===== config.mk =====
export PLATFORM = sky130hd
export DESIGN_NAME = instr_encoder_flat
export DESIGN_NICKNAME = d
export VERILOG_FILES = /design/src/rtl/AluCtrlSig_pkg.sv /design/src/rtl/instr_encoder_if.sv /design/src/rtl/instr_encoder_pack.sv /design/src/rtl/instr_encoder.sv /design/src/flat_wrapper.sv
export SDC_FILE = /design/constraint.sdc
export NUM_CORES = 1
export LEC_CHECK = 0
export BUFFER_PORTS_ARGS = -buffer_cell sky130_fd_sc_hd__buf_2
export CORE_UTILIZATION = 50
export DETAILED_ROUTE_END_ITERATION = 8
export PLACE_DENSITY = 0.83
export RECOVER_POWER = 25
export SYNTH_ARGS = -nofsm -noshare
export SYNTH_HDL_FRONTEND = slang
export SYNTH_SLANG_ARGS = --single-unit

===== constraint.sdc =====
create_clock -name clk -period 2.7 [get_ports clk]
set_input_delay 0.135 -clock clk [delete_from_list [all_inputs] [get_ports clk]]
set_output_delay 0.135 -clock clk [all_outputs]
set_load 0.01 [all_outputs]

===== src/rtl/AluCtrlSig_pkg.sv =====
// Shared MIPS opcode/funct constants plus the instruction-kind and encoder-state
// enums used by the instruction encoder.
package AluCtrlSig_pkg;

  localparam logic [5:0] LW_op     = 6'b100011;
  localparam logic [5:0] SW_op     = 6'b101011;
  localparam logic [5:0] ADDI_op   = 6'b001000;
  localparam logic [5:0] BEQ_op    = 6'b000100;
  localparam logic [5:0] BNE_op    = 6'b000101;
  localparam logic [5:0] ADD_op    = 6'b000000;
  localparam logic [5:0] JMP_op    = 6'b000010;
  localparam logic [5:0] ADD_funct = 6'b100000;

  // Encoding 3'd7 is deliberately left unused; it marks an invalid request.
  typedef enum logic [2:0] {
    KIND_LW   = 3'd0,
    KIND_SW   = 3'd1,
    KIND_ADDI = 3'd2,
    KIND_BEQ  = 3'd3,
    KIND_BNE  = 3'd4,
    KIND_ADD  = 3'd5,
    KIND_JMP  = 3'd6
  } instr_kind_t;

  typedef enum logic [2:0] {
    ST_IDLE,
    ST_ACCEPT,
    ST_WRITE,
    ST_DONE,
    ST_ERR
  } enc_state_t;

endpackage


===== src/rtl/instr_encoder_if.sv =====
// Request handshake and instruction-memory write port of the encoder.
// master = boot host / memory side, slave = encoder.
interface instr_encoder_if #(
  parameter int ADDR_W = 8
) ();

  logic              in_valid;
  logic              in_ready;
  logic [2:0]        in_kind;
  logic [4:0]        in_rs;
  logic [4:0]        in_rt;
  logic [4:0]        in_rd;
  logic [15:0]       in_imm;
  logic [25:0]       in_target;
  logic              in_last;
  logic              imem_we;
  logic              imem_busy;
  logic [ADDR_W-1:0] imem_addr;
  logic [31:0]       imem_wdata;

  modport master (
    output in_valid, in_kind, in_rs, in_rt, in_rd, in_imm, in_target, in_last,
    output imem_busy,
    input  in_ready, imem_we, imem_addr, imem_wdata
  );

  modport slave (
    input  in_valid, in_kind, in_rs, in_rt, in_rd, in_imm, in_target, in_last,
    input  imem_busy,
    output in_ready, imem_we, imem_addr, imem_wdata
  );

endinterface


===== src/rtl/instr_encoder_pack.sv =====
// instr_pack: combinational field-to-word packer; flags kinds outside the
// instruction set as invalid.
module instr_pack
  import AluCtrlSig_pkg::*;
(
  input  logic [2:0]  kind,
  input  logic [4:0]  rs,
  input  logic [4:0]  rt,
  input  logic [4:0]  rd,
  input  logic [15:0] imm,
  input  logic [25:0] target,
  output logic [31:0] word,
  output logic        invalid
);

  always_comb begin
    word    = '0;
    invalid = 1'b0;
    case (kind)
      KIND_LW:   word = {LW_op,   rs, rt, imm};
      KIND_SW:   word = {SW_op,   rs, rt, imm};
      KIND_ADDI: word = {ADDI_op, rs, rt, imm};
      KIND_BEQ:  word = {BEQ_op,  rs, rt, imm};
      KIND_BNE:  word = {BNE_op,  rs, rt, imm};
      KIND_ADD:  word = {ADD_op,  rs, rt, rd, 5'b00000, ADD_funct};
      KIND_JMP:  word = {JMP_op,  target};
      default:   invalid = 1'b1;
    endcase
  end

endmodule


===== src/rtl/instr_encoder.sv =====
// instr_encoder: accepts field-level requests, packs them into MIPS words and
// writes them to consecutive imem addresses. Macro: INSTR_ENC_BRANCH_REL_EN.
module instr_encoder
  import AluCtrlSig_pkg::*;
#(
  parameter int ADDR_W    = 8,
  parameter int BASE_ADDR = 0
) (
  input  logic            clk,
  input  logic            rst,
  input  logic            start,
  instr_encoder_if.slave  bus,
  output logic            done,
  output logic            err,
  output logic [ADDR_W:0] count
);

  enc_state_t        state;
  logic [ADDR_W-1:0] addr_q;
  logic [ADDR_W:0]   count_q;
  logic [31:0]       wdata_q;
  logic              last_q;
  logic              ready_q;
  logic              we_q;
  logic              done_q;
  logic              err_q;
  logic [15:0]       imm_field;
  logic [31:0]       enc_word;
  logic              kind_invalid;

  // Branch offsets are taken relative to the word after the one being written.
  always_comb begin
    imm_field = bus.in_imm;
`ifdef INSTR_ENC_BRANCH_REL_EN
    if (bus.in_kind == KIND_BEQ || bus.in_kind == KIND_BNE)
      imm_field = bus.in_imm - 16'(addr_q) - 16'd1;
`endif
  end

  instr_pack u_pack (
    .kind    (bus.in_kind),
    .rs      (bus.in_rs),
    .rt      (bus.in_rt),
    .rd      (bus.in_rd),
    .imm     (imm_field),
    .target  (bus.in_target),
    .word    (enc_word),
    .invalid (kind_invalid)
  );

  always_ff @(posedge clk) begin
    if (rst) begin
      state   <= ST_IDLE;
      addr_q  <= '0;
      count_q <= '0;
      wdata_q <= '0;
      last_q  <= 1'b0;
      ready_q <= 1'b0;
      we_q    <= 1'b0;
      done_q  <= 1'b0;
      err_q   <= 1'b0;
    end else if (start) begin
      // A pending uncommitted word is simply dropped.
      state   <= ST_ACCEPT;
      addr_q  <= ADDR_W'(BASE_ADDR);
      count_q <= '0;
      ready_q <= 1'b1;
      we_q    <= 1'b0;
      done_q  <= 1'b0;
      err_q   <= 1'b0;
    end else begin
      case (state)
        ST_ACCEPT: begin
          if (bus.in_valid) begin
            ready_q <= 1'b0;
            if (kind_invalid) begin
              state <= ST_ERR;
              err_q <= 1'b1;
            end else begin
              state   <= ST_WRITE;
              wdata_q <= enc_word;
              last_q  <= bus.in_last;
              we_q    <= 1'b1;
            end
          end
        end
        ST_WRITE: begin
          if (!bus.imem_busy) begin
            we_q    <= 1'b0;
            addr_q  <= addr_q + ADDR_W'(1);
            count_q <= count_q + (ADDR_W+1)'(1);
            if (last_q) begin
              state  <= ST_DONE;
              done_q <= 1'b1;
            end else if (addr_q == '1) begin
              // Overflow is caught before the address wraps onto word 0.
              state <= ST_ERR;
              err_q <= 1'b1;
            end else begin
              state   <= ST_ACCEPT;
              ready_q <= 1'b1;
            end
          end
        end
        ST_DONE: begin
          state  <= ST_IDLE;
          done_q <= 1'b0;
        end
        default: ;
      endcase
    end
  end

  assign bus.in_ready   = ready_q;
  assign bus.imem_we    = we_q;
  assign bus.imem_addr  = addr_q;
  assign bus.imem_wdata = wdata_q;
  assign done           = done_q;
  assign err            = err_q;
  assign count          = count_q;

endmodule


===== src/flat_wrapper.sv =====
// flat-port wrapper written by rule: the top's interface ports become plain ports
module instr_encoder_flat import AluCtrlSig_pkg::*;
#(
  parameter int ADDR_W    = 8,
  parameter int BASE_ADDR = 0
)
  (clk, rst, start, done, err, count, bus_in_valid, bus_in_kind, bus_in_rs, bus_in_rt, bus_in_rd, bus_in_imm, bus_in_target, bus_in_last, bus_imem_busy, bus_in_ready, bus_imem_we, bus_imem_addr, bus_imem_wdata);
  instr_encoder_if #(.ADDR_W(ADDR_W)) bus_i ();
  input  logic clk;
  input  logic rst;
  input  logic start;
  output logic done;
  output logic err;
  output logic [ADDR_W:0] count;
  input wire logic [$bits(bus_i.in_valid)-1:0] bus_in_valid;
  input wire logic [$bits(bus_i.in_kind)-1:0] bus_in_kind;
  input wire logic [$bits(bus_i.in_rs)-1:0] bus_in_rs;
  input wire logic [$bits(bus_i.in_rt)-1:0] bus_in_rt;
  input wire logic [$bits(bus_i.in_rd)-1:0] bus_in_rd;
  input wire logic [$bits(bus_i.in_imm)-1:0] bus_in_imm;
  input wire logic [$bits(bus_i.in_target)-1:0] bus_in_target;
  input wire logic [$bits(bus_i.in_last)-1:0] bus_in_last;
  input wire logic [$bits(bus_i.imem_busy)-1:0] bus_imem_busy;
  output wire logic [$bits(bus_i.in_ready)-1:0] bus_in_ready;
  output wire logic [$bits(bus_i.imem_we)-1:0] bus_imem_we;
  output wire logic [$bits(bus_i.imem_addr)-1:0] bus_imem_addr;
  output wire logic [$bits(bus_i.imem_wdata)-1:0] bus_imem_wdata;
  assign bus_i.in_valid = bus_in_valid;
  assign bus_i.in_kind = bus_in_kind;
  assign bus_i.in_rs = bus_in_rs;
  assign bus_i.in_rt = bus_in_rt;
  assign bus_i.in_rd = bus_in_rd;
  assign bus_i.in_imm = bus_in_imm;
  assign bus_i.in_target = bus_in_target;
  assign bus_i.in_last = bus_in_last;
  assign bus_i.imem_busy = bus_imem_busy;
  assign bus_in_ready = bus_i.in_ready;
  assign bus_imem_we = bus_i.imem_we;
  assign bus_imem_addr = bus_i.imem_addr;
  assign bus_imem_wdata = bus_i.imem_wdata;
  instr_encoder #(.ADDR_W(ADDR_W), .BASE_ADDR(BASE_ADDR)) u_core (.clk(clk), .rst(rst), .start(start), .bus(bus_i), .done(done), .err(err), .count(count));
endmodule

## Word level (Yosys, flattened, before mapping)

Index checks and enable logic that the tools add are counted.

| operators by class | value |
|---|---|
| $add $sub $neg | 2 |
| multipliers | 0 |
| divide/modulo/power cells | 0 |
| $lt $le $gt $ge | 0 |
| equal/unequal tests | 21 |
| shifts and indexed selects | 0 |
| multiplexer cells | 27 |
| bitwise operators | 2 |
| reduce and logical (&&, ||, !) cells | 16 |

Operator list:

| operator | number |
|---|---|
| $pmux W32 S7 | 1 |
| $mux W1 | 16 |
| $mux W3 | 5 |
| $eq A3 B2 Y1 const B | 4 |
| $ne A3 B3 Y1 const B | 4 |
| $ne A2 B2 Y1 const B | 5 |
| $add A9 B1 Y9 const B | 1 |
| $eq A3 B3 Y1 const B | 3 |
| $pmux W3 S3 | 1 |
| $reduce_and A3 Y1 | 3 |
| $add A8 B1 Y8 const B | 1 |
| $eq A8 B8 Y1 const B | 1 |
| $pmux W1 S2 | 4 |
| $reduce_and A4 Y1 | 2 |
| $reduce_or A7 Y1 | 1 |
| $eq A3 B1 Y1 const B | 2 |
| $reduce_and A6 Y1 | 1 |
| $reduce_bool A3 Y1 | 2 |
| $reduce_and A5 Y1 | 1 |
| $ne A2 B1 Y1 const B | 2 |
| $reduce_bool A2 Y1 | 2 |
| $reduce_bool A4 Y1 | 1 |
| $logic_not A3 Y1 | 1 |
| $not A1 Y1 | 2 |
| 2 further kinds | 2 |

| storage, ports and cells | value |
|---|---|
| register bits after elaboration | 57 |
| latch bits | 0 |
| bits in writable memories | 0 |
| ROM bits | 0 |
| bits of input ports | 66 |
| output and inout port bits | 53 |
| logic and storage cells | 78 |
| memories | 0 |

## Logic depth before layout (Yosys ltp)

Gate-level depths: netlist of the first run.

| logic depth | value |
|---|---|
| depth after elaboration | 6 |
| depth in mapped cells | 6 |
| gate-level depth less buffers | 4 |

## Cells and area by module

From an unflattened synthesis of the first run, not the netlist that was laid out.

| second synthesis, totals | value |
|---|---|
| cell total of the unflattened synthesis | 399 |
| area, all modules | 3216.8 sq um |

Modules (own cells, without submodules):

| module | instances | cells each | area each (sq um) | sequential area each (sq um) |
|---|---|---|---|---|
| instr_encoder | 1 | 283 | 2493.6 | 1141.1 |
| instr_pack | 1 | 116 | 723.2 | 0.0 |

## Least setup slack after synthesis of the first run

OpenSTA, ideal clock, no wires.

| timing path | value |
|---|---|
| path kind | register to register |
| start point | register u_core.state[0] |
| end point | register u_core.addr_q[6], in the netlist u_core.bus.imem_addr[6] |
| library setup time | 0.070 ns |
| arrival time | 1.648 ns |
| data required time | 2.630 ns |
| setup slack | 0.982 ns |
| stages on the path, launching flop included | 5 |
| buffers on the path | 1 |
| clock period less this slack | 1.718 ns |
| path through | dfxtp_1 > or4b_4 > buf_6 > or4_1 > a21oi_1 |

| between the ends | value |
|---|---|
| longest elaborated chain between the ends | 2 |

Ends and longest elaborated chain:

| what | line | source |
|---|---|---|
| from (decl) | instr_encoder.sv:18 | `enc_state_t state;` |
| from (signal assigned) | instr_encoder.sv:53 | `state <= ST_IDLE;` |
| from (signal assigned) | instr_encoder.sv:64 | `state <= ST_ACCEPT;` |
| from (signal assigned) | instr_encoder.sv:77 | `state <= ST_ERR;` |
| $eq A3 B2 Y1 | instr_encoder.sv:72 | `case (state)` |
| $reduce_and A2 Y1 (no line) | n/a |  |
| to (signal assigned) | instr_encoder.sv:65 | `addr_q <= ADDR_W'(BASE_ADDR);` |
| to (signal assigned) | instr_encoder.sv:90 | `addr_q <= addr_q + ADDR_W'(1);` |
| to (decl) | instr_encoder.sv:19 | `logic [ADDR_W-1:0] addr_q;` |

Every way passes these cells.
A chain may end at the register's enable or synchronous reset.

## Final worst setup path of the first run

| timing path | value |
|---|---|
| start point | register u_core.state[1] |
| end point | register u_core.count_q[6], in the netlist u_core.count[6] |

| between the ends | value |
|---|---|
| longest elaborated chain between the ends | 2 |

Ends and longest elaborated chain:

| what | line | source |
|---|---|---|
| $eq A3 B2 Y1 | instr_encoder.sv:72 |  |
| $reduce_and A2 Y1 (no line) | n/a |  |
| to (signal assigned) | instr_encoder.sv:91 | `count_q <= count_q + (ADDR_W+1)'(1);` |
| to (decl) | instr_encoder.sv:20 | `logic [ADDR_W:0] count_q;` |

Every way passes these cells.

==> summary.txt, run 1 <==
Die
  • Chip height: roughly 78 um
  • IO Count: ~120
  • Rows: 27
  • Die Footprint: 0.006024 mm^2
  • Placeable Area: between 0.005 and 0.006 mm^2
  • Starting density of the core: 51.92%
  • Chip width: 77.62 um

Yosys
  • Syn_area_per_cell: ~8.6 um^2
  • Post-Synthesis Cells: 331
  • Post-synthesis sequential area ratio: 39.21%
  • Yosys top cell by area: dfxtp_1
  • Synth cell types: 46
  • Yosys reg bits: 56
  • Yosys top cell area share: between 30 and 40%
  • Ys async rst share: 0%
  • Synthesized area: 0.002859 mm^2
  • Post-Syn Nets: ~400
  • Yosys warning total: 0
  • Post-synth EDFFs: 0
  • Ranking of synthesized cells by area: dfxtp_1, a31oi_1, a21oi_1
  • Synth Flop Type: dfxtp_1

Run status
  • Outcome: finished, final reports clean

Placement
  • Routability congestion estimate: 0.8073
  • Cell area after placement: ~0.0035 mm^2
  • Dpl hpwl: about 5700 um
  • I/O Buffers: 117

STA
  • Setup TNS: 0 ps
  • Post-layout minimum cycle time: 1942 ps
  • Hold Vio Cnt, Final: 0
  • WHS: approximately 100 ps
  • Clk_skew: roughly 3.6 ps
  • Max Freq: 0.5150 GHz
  • RSZ-0062 raised after global routing: no
  • Final period util: 71.92%
  • Worst-Margin Slew: 658.2 ps
  • Slew HR: 56.02%
  • Max-slew violations: 0
  • Final setup viols: 0

CTS
  • Number of CTS-inserted buffers: 5
  • Clk buf depth: 2
  • Cts repair resizes: 0
  • Worst skew pair latency: 310 ps
  • Post-CTS Hold Fix Bufs: 0
  • Root Buffer: clkbuf_8
  • TritonCTS clock tree: done
  • Clock Pin Slew Worst Setup and Hold Paths: ~90 ps
  • H-tree depth: 2
  • Setup Buffers After CTS: 0
  • Clock Sinks: 56

Global route
  • First-pass GRT wire length: 13120 um
  • Routing usage on met3: 6.941%
  • Initial antenna violation count: 0
  • GRT overflow: 0
  • GRT met1 Usage: between 30% and 40%
  • Number of global-route vias before repair: 2873
  • GR Util met2: 44.42%
  • Largest net degree at the start of global routing: 37
  • Gr busiest metal: met2
  • GRT Total Usage: 26.77%

Detailed routing
  • Vias per std cell: 6.395
  • Routed Antenna Nets: 0
  • TritonRoute pass-1 iters: 5
  • DRC: 0
  • Vias: 3223
  • Initial detailed-routing violation count: 293
  • Drt wl/cell: 16.18 um
  • Drt total wl: 8154 um

Critical path
  • Crit path DAT: about 2200 ps
  • Setup crit end kind: flip-flop
  • CP Cell Sequence: or4b_4 > or4_1 > a21oi_1
  • Worst path max stage delay: 640 ps
  • Critical-path top delay cell: or4b_4
  • Crit path buf inv count: 0
  • CP top delay family: simple AND/OR/NAND/NOR gates
  • CP Class: flip-flop to flip-flop
  • Crit-path max FO: 22
  • Req. time, crit path: 2930 ps
  • Crit start category: flip-flop

Power and ir drop
  • Power per cell area: 444.7 mW/mm^2
  • Worst VDD drop: 0.2074 mV
  • Pleak: 1.388 nW

Cells and area
  • Commonest cells after routing, fill and taps aside: buf_2, dfxtp_1, a21oi_1
  • Post-layout util: 64.58%
  • Multi-input gate area: 0.001592 mm^2
  • Fin area: 0.003556 mm^2
  • Register area: 0.001121 mm^2
  • Ant diodes: 0
  • Layout cells sized above 1: 26.85%
  • Area delta synth->final: 24.38%
  • Post-layout nets: 499
  • FILL cells: just under 500
  • Leading cell type in the layout, fill and taps excluded: buf_2

Job
  • Max Cap Viol: 0

Min path
  • Hold Path Class: input port to flip-flop
## worst register-to-register path: stages (launching register included)
cell     delay [ps]
dfxtp_1         490
or4b_4          640
or4_1           550
a21oi_1         180
## where the power goes
group	internal (mW)	total, mW	switching [mW]
Sequential	0.846	0.862	0.0154
Combinational	0.101	0.246	0.144
Clock	0.206	0.474	0.269
Total	1.15	1.58	0.428
## cell usage after synthesis (3+ instances only)
library cell and n:
nand2_1 25, a22oi_1 5, and3_1 4, a31oi_1 26, a311oi_1 16, nand4_1 3, a211oi_1 17, and4b_1 11
o31ai_1 8, o21ai_0 6, a32oi_1 15, dfxtp_1 56, a21oi_1 30, mux2i_1 4, or3_1 5, clkbuf_1 31
nor3_1 3, or4_1 6, nor2_1 7, nand3_1 10, or3b_2 3, inv_1 9
## final timing paths
| kind | start | endpoint | slack [ps] | cells past startpoint |
|---|---|---|---|---|
| min | bus_in_imm[3] | u_core.bus.imem_wdata[3]$_SDFFE_PP0P_ | 100 | 3 |
| max | u_core.state[1]$_SDFFE_PP0P_ | u_core.count[6]$_SDFFE_PP0P_ | 760 | 3 |
| max reg2reg | u_core.state[1]$_SDFFE_PP0P_ | u_core.count[6]$_SDFFE_PP0P_ | 760 | 3 |
| min reg2reg | u_core.bus.imem_wdata[5]$_SDFFE_PP0P_ | u_core.bus.imem_wdata[5]$_SDFFE_PP0P_ | 480 | 2 |
## layer usage
metal	vias to the layer above	share of wire (%)
li1	1509	-
met1	1540	43
met2	146	48
met3	28	6.7
met4	0	2.2
met5	-	0
## cells by family after synthesis
family / count (synthesis) / synth area share, %
compound gates: 133 / 32.30
simple gates: 88 / 18.82
fa+ha+maj: 2 / 0.8751
xor+xnor: 4 / 1.226
buf+inv: 43 / 6.039
flops: 56 / 39.21
mux: 4 / 1.400
other cells: 1 / 0.1312
## metrics by stage
step | std cells | power (mW) | setup WS (ps)
3_3_place_gp | 496 | 1.118 | 879.5
3_5_place_dp | 496 | 1.125 | 789.2
2_1_floorplan | 331 | 1.017 | 981.9
6_report | 504 | 1.581 | 758.3
5_1_grt | 504 | 1.647 | 685.3
4_1_cts | 504 | 1.589 | 771.1
## flip-flops by register name, summed over array words and instances (netlist names)
signal                 flops
u_core.bus.imem_we         1
u_core.bus.in_ready        1
u_core.state               3
u_core.err                 1
u_core.last_q              1
u_core.bus.imem_addr       8
u_core.bus.imem_wdata     31
u_core.count               9
u_core.done                1
## layout make-up
| cell class | instances | share of cell area, % |
|---|---|---|
| repair buffers | 127 | 17.63 |
| inverters | 9 | 0.9500 |
| multi-input cells | 232 | 44.76 |
| flip-flops and latches | 56 | 31.53 |
| well taps | 72 | 2.533 |
| clock inverters | 2 | 0.2815 |
| clock buffers | 6 | 2.322 |
(Power assumes the default switching activity.)
==> inputs of run 2 (changes only) <==
- CORE_UTILIZATION: 50 -> 48
- PLACE_DENSITY: 0.83 -> 0.8
- clock period: 2.7 -> 2 ns (I/O delays scaled with it)
==> summary.txt, run 2 (synthesis results as in run 1) <==
Detailed routing
  • Vias per std cell: 6.229
  • Drt total wl: 8324 um
  • Vias: 3183
  • DRC: 0
  • Routed Antenna Nets: 0
  • TritonRoute pass-1 iters: 5
  • Drt wl/cell: 16.29 um
  • Initial detailed-routing violation count: about 230

Placement
  • Dpl hpwl: 5990 um
  • Routability congestion estimate: 0.8187
  • Dpl cells: around 500
  • I/O Buffers: between 100 and 150
  • Pre-CTS setup slack: 158.1 ps

Run status
  • Outcome: finished, final reports clean

Cells and area
  • Leading cell type in the layout, fill and taps excluded: buf_2
  • Area delta synth->final: 26.74%
  • Final Non-Filler Cells: 511
  • Largest register FFs: 31
  • Post-layout nets: 506
  • Ant diodes: 0
  • Layout cells sized above 1: 27.79%
  • Commonest cells after routing, fill and taps aside: buf_2, dfxtp_1, a21oi_1
  • Post-layout util: 64.61%

Die
  • Chip height: 79.18 um
  • Placeable Area: 0.005608 mm^2
  • Rows: 27
  • Starting density of the core: 50.98%
  • Chip width: just under 80 um
  • Die Footprint: 0.006269 mm^2
  • IO Count: about 120

Global route
  • Initial antenna violation count: 0
  • Largest net degree at the start of global routing: 37
  • Number of global-route vias before repair: 2773
  • GRT overflow: 0
  • GRT Total Usage: 25.94%
  • First-pass GRT wire length: 13140 um

STA
  • Worst-Margin Slew: 748.0 ps
  • RSZ-0062 raised after global routing: no
  • Final setup viols: 0
  • Hold Vio Cnt, Final: 0
  • Slew HR: 49.86%
  • Post-layout minimum cycle time: 1846 ps
  • Final period util: 92.29%
  • Clk_skew: approximately 15 ps
  • Setup TNS: 0 ps
  • PnR worst setup slack: 154.2 ps
  • Max Freq: 0.5418 GHz
  • Max-slew violations: 0

CTS
  • TritonCTS clock tree: done
  • H-tree depth: 2
  • Clock Pin Slew Worst Setup and Hold Paths: 100 ps
  • Clock Sinks: between 50 and 60
  • Worst skew pair latency: 310 ps
  • Root Buffer: clkbuf_8
  • Number of CTS-inserted buffers: 5
  • Clk buf depth: 2
  • Cts repair resizes: 0
  • Post-CTS Hold Fix Bufs: 0
  • Setup Buffers After CTS: 0

Critical path
  • Crit start category: flip-flop
  • Setup crit end kind: flip-flop
  • CP Cell Sequence: or4b_4 > or4_1 > a21oi_1
  • Worst path max stage delay: 680 ps
  • CP Depth: 3
  • CP top delay family: simple AND/OR/NAND/NOR gates
  • Critical-path top delay cell: or4b_4
  • Crit path DAT: around 2100 ps
  • CP Class: flip-flop to flip-flop
  • Crit-path max FO: 22
  • Req. time, crit path: 2240 ps
  • Crit path buf inv count: 0
  • Worst R2R Path Depth: 3

Power and ir drop
  • Clock power share: 32.9%
  • Switching Fraction: roughly a quarter
  • Pint: 1.660 mW
  • Reg power frac: 52.0%
  • Power per cell area: 617.9 mW/mm^2
  • Total Power: 2.239 mW
  • Pleak: 1.426 nW
  • Combinational cell fraction of total power: 15.1%
  • Worst VDD drop: 0.3807 mV
  • Net Switching: 578.5 uW

Min path
  • Worst Hold Depth: 3
  • Hold Path Class: input port to flip-flop

Job
  • Max Cap Viol: 0
run 2: layer usage:
metal / global-route usage [%] / wire length (um) / vias up / share of wire (%)
li1: - / - / 1522 / -
met1: 32.93 / 3602 / 1525 / 43
met2: 43.71 / 4065 / 117 / 49
met3: 5.402 / 490 / 19 / 5.9
met4: 8.182 / 166 / 0 / 2.0
met5: 0 / 0 / - / 0
run 2: tightest hold or removal path, delay by kind of cell:
| family | cells | cell delay (ps) |
|---|---|---|
| buffers and inverters | 1 | 100 |
| AO/OA/AOI/OAI | 1 | 60 |
| AND/OR/NAND/NOR | 1 | 50 |
run 2: area by class of cell:
type	count	area [um^2]
clock inverter	2	35.03
sequential	56	1121
clock buffer	6	72.57
fill	512	1984
timing repair buffer	134	679.4
multi-input combinational	232	1592
inverter	9	33.78
tap	72	90.09
run 2: final timing paths:
check,endpoint,slack [ps],from
setup / recovery,u_core.count[6]$_SDFFE_PP0P_,150,u_core.state[2]$_SDFFE_PP0P_
hold / removal,u_core.last_q$_SDFFE_PP0P_,50,bus_in_last
setup reg to reg,u_core.count[6]$_SDFFE_PP0P_,150,u_core.state[2]$_SDFFE_PP0P_
hold reg to reg,u_core.bus.imem_wdata[5]$_SDFFE_PP0P_,480,u_core.bus.imem_wdata[5]$_SDFFE_PP0P_
run 2: per-stage QoR:
| step | hold slack, ps | area (um^2) |
|---|---|---|
| finish | 53.36 | 3623 |
| global route | 61.07 | 3623 |
| CTS | 43.20 | 3657 |
| detailed placement | 377.3 | 3550 |
| global placement | 374.7 | 3550 |
| floorplan | 250.0 | 2859 |
run 2: power groups by stage:
stage,logic [mW],registers [mW],clock network (mW)
4_1_cts,0.339,1.16,0.747
2_1_floorplan,0.177,1.20,0
5_1_grt,0.369,1.17,0.786
3_3_place_gp,0.331,1.19,0
3_5_place_dp,0.338,1.19,0
6_report,0.338,1.16,0.737
==> inputs of run 3 (changes only) <==
- MAX_ROUTING_LAYER: unset -> met4
- clock period: 2 -> 1.91 ns (I/O delays scaled with it)
==> summary.txt, run 3 (synthesis results as in run 1) <==
Power and ir drop
  • Switching Fraction: between 20 and 30%
  • Net Switching: around 600 uW
  • Clock power share: 30.0%
  • Reg power frac: between 50 and 60%
  • Power per cell area: between 600 and 700 mW/mm^2
  • Worst VDD drop: 0.3127 mV
  • Pleak: 1.424 nW
  • Pint: 1.639 mW
  • Combinational cell fraction of total power: 15.9%
  • Total Power: about 2.2 mW

STA
  • Post-layout minimum cycle time: ~1700 ps
  • Setup TNS: 0 ps
  • Max Freq: 0.5764 GHz
  • RSZ-0062 raised after global routing: no
  • Final setup viols: 0
  • Hold Vio Cnt, Final: 0
  • Clk_skew: 6.709 ps
  • WHS: 43.12 ps
  • Max-slew violations: 0
  • Final period util: between 90 and 100%

CTS
  • Worst skew pair latency: 310 ps
  • TritonCTS clock tree: done
  • Cts repair resizes: 0
  • Root Buffer: clkbuf_8
  • Clock Sinks: 56
  • Number of CTS-inserted buffers: 5
  • Clock Pin Slew Worst Setup and Hold Paths: approximately 100 ps
  • Post-CTS Hold Fix Bufs: 0
  • Clk buf depth: 2
  • Setup Buffers After CTS: 0
  • H-tree depth: 2

Global route
  • GRT overflow: 0
  • Number of global-route vias before repair: 2822
  • First-pass GRT wire length: 13200 um
  • GRT Total Usage: 27.21%
  • Initial antenna violation count: 0
  • Largest net degree at the start of global routing: 28

Placement
  • I/O Buffers: 117
  • Routability congestion estimate: about 0.86
  • Dpl cells: 503
  • Cell area after placement: about 0.0035 mm^2
  • Dpl hpwl: between 5000 and 6000 um

Die
  • IO Count: 119
  • Die Footprint: ~0.0063 mm^2
  • Starting density of the core: 50.98%
  • Chip height: 79.18 um
  • Rows: 27
  • Placeable Area: 0.005608 mm^2
  • Chip width: 79.18 um

Critical path
  • Crit path buf inv count: 0
  • CP top delay family: simple AND/OR/NAND/NOR gates
  • Worst R2R Path Depth: 3
  • Setup crit end kind: flip-flop
  • Req. time, crit path: 2150 ps
  • CP Cell Sequence: or4b_4 > or4_1 > a21oi_1
  • Crit-path max FO: 22
  • CP Depth: 3
  • Crit path DAT: 1980 ps
  • Crit start category: flip-flop
  • CP Class: flip-flop to flip-flop
  • Worst path max stage delay: 660 ps
  • Critical-path top delay cell: or4b_4

Detailed routing
  • Routed Antenna Nets: 0
  • Drt total wl: 8150 um
  • Drt wl/cell: 15.95 um
  • TritonRoute pass-1 iters: 5
  • DRC: 0
  • Vias: 3152
  • Vias per std cell: 6.168
  • Initial detailed-routing violation count: 210

Cells and area
  • Post-layout nets: 506
  • Area delta synth->final: 26.21%
  • FILL cells: around 530
  • Layout cells sized above 1: 28.02%
  • Largest register FFs: 31
  • Ant diodes: 0
  • Final Non-Filler Cells: 511
  • Leading cell type in the layout, fill and taps excluded: buf_2
  • Commonest cells after routing, fill and taps aside: buf_2, dfxtp_1, a21oi_1
  • Fin area: 0.003608 mm^2

Min path
  • Hold Path Class: input port to flip-flop
  • Worst Hold Depth: 3

Job
  • Max Cap Viol: 0

Run status
  • Outcome: finished, final reports clean
run 3: path summary, 6_finish.rpt:
path              slack (ps)                          from                            to
hold / removal            40                   bus_in_last    u_core.last_q$_SDFFE_PP0P_
setup / recovery         180  u_core.state[0]$_SDFFE_PP0P_  u_core.count[5]$_SDFFE_PP0P_
setup reg to reg         180  u_core.state[0]$_SDFFE_PP0P_  u_core.count[5]$_SDFFE_PP0P_
hold reg to reg          480       u_core.err$_SDFFE_PP0P_       u_core.err$_SDFFE_PP0P_
run 3: power by group through the flow:
stage	sequential (mW)	combinational, mW	clock (mW)
finish	1.22	0.356	0.672
global route	1.22	0.392	0.728
CTS	1.21	0.356	0.678
detailed placement	1.24	0.355	0
global placement	1.24	0.352	0
floorplan	1.25	0.186	0
run 3: tightest hold or removal path, cell delays in order:
cell and delay, ps:
buf_2 100, nand4_1 60, a21oi_1 50
run 3: metrics by stage:
stage	utilization [%]	setup slack (ps)
5_1_grt	64.35	80.41
2_1_floorplan	-	191.9
3_5_place_dp	63.30	196.5
6_report	64.35	175.1
4_1_cts	64.95	172.1
3_3_place_gp	63.30	231.0
run 3: layout make-up:
type,instances,area (um^2),share of cell area (%)
Clock buffer,6,82.58,2.288
Clock inverter,2,10.01,0.2774
Inverter,9,33.78,0.9362
Multi-Input combinational cell,232,1592,44.11
Sequential cell,56,1121,31.07
Tap cell,72,90.09,2.497
Timing Repair Buffer,134,679.4,18.83
run 3: per-layer routing:
layer / track usage (%) / part of all wire [%] / wire length, um
met5: - / 0 / 0
met1: 36.00 / 44 / 3559
met2: 42.76 / 49 / 3959
met3: 4.828 / 6.5 / 529
met4: 7.273 / 1.2 / 101
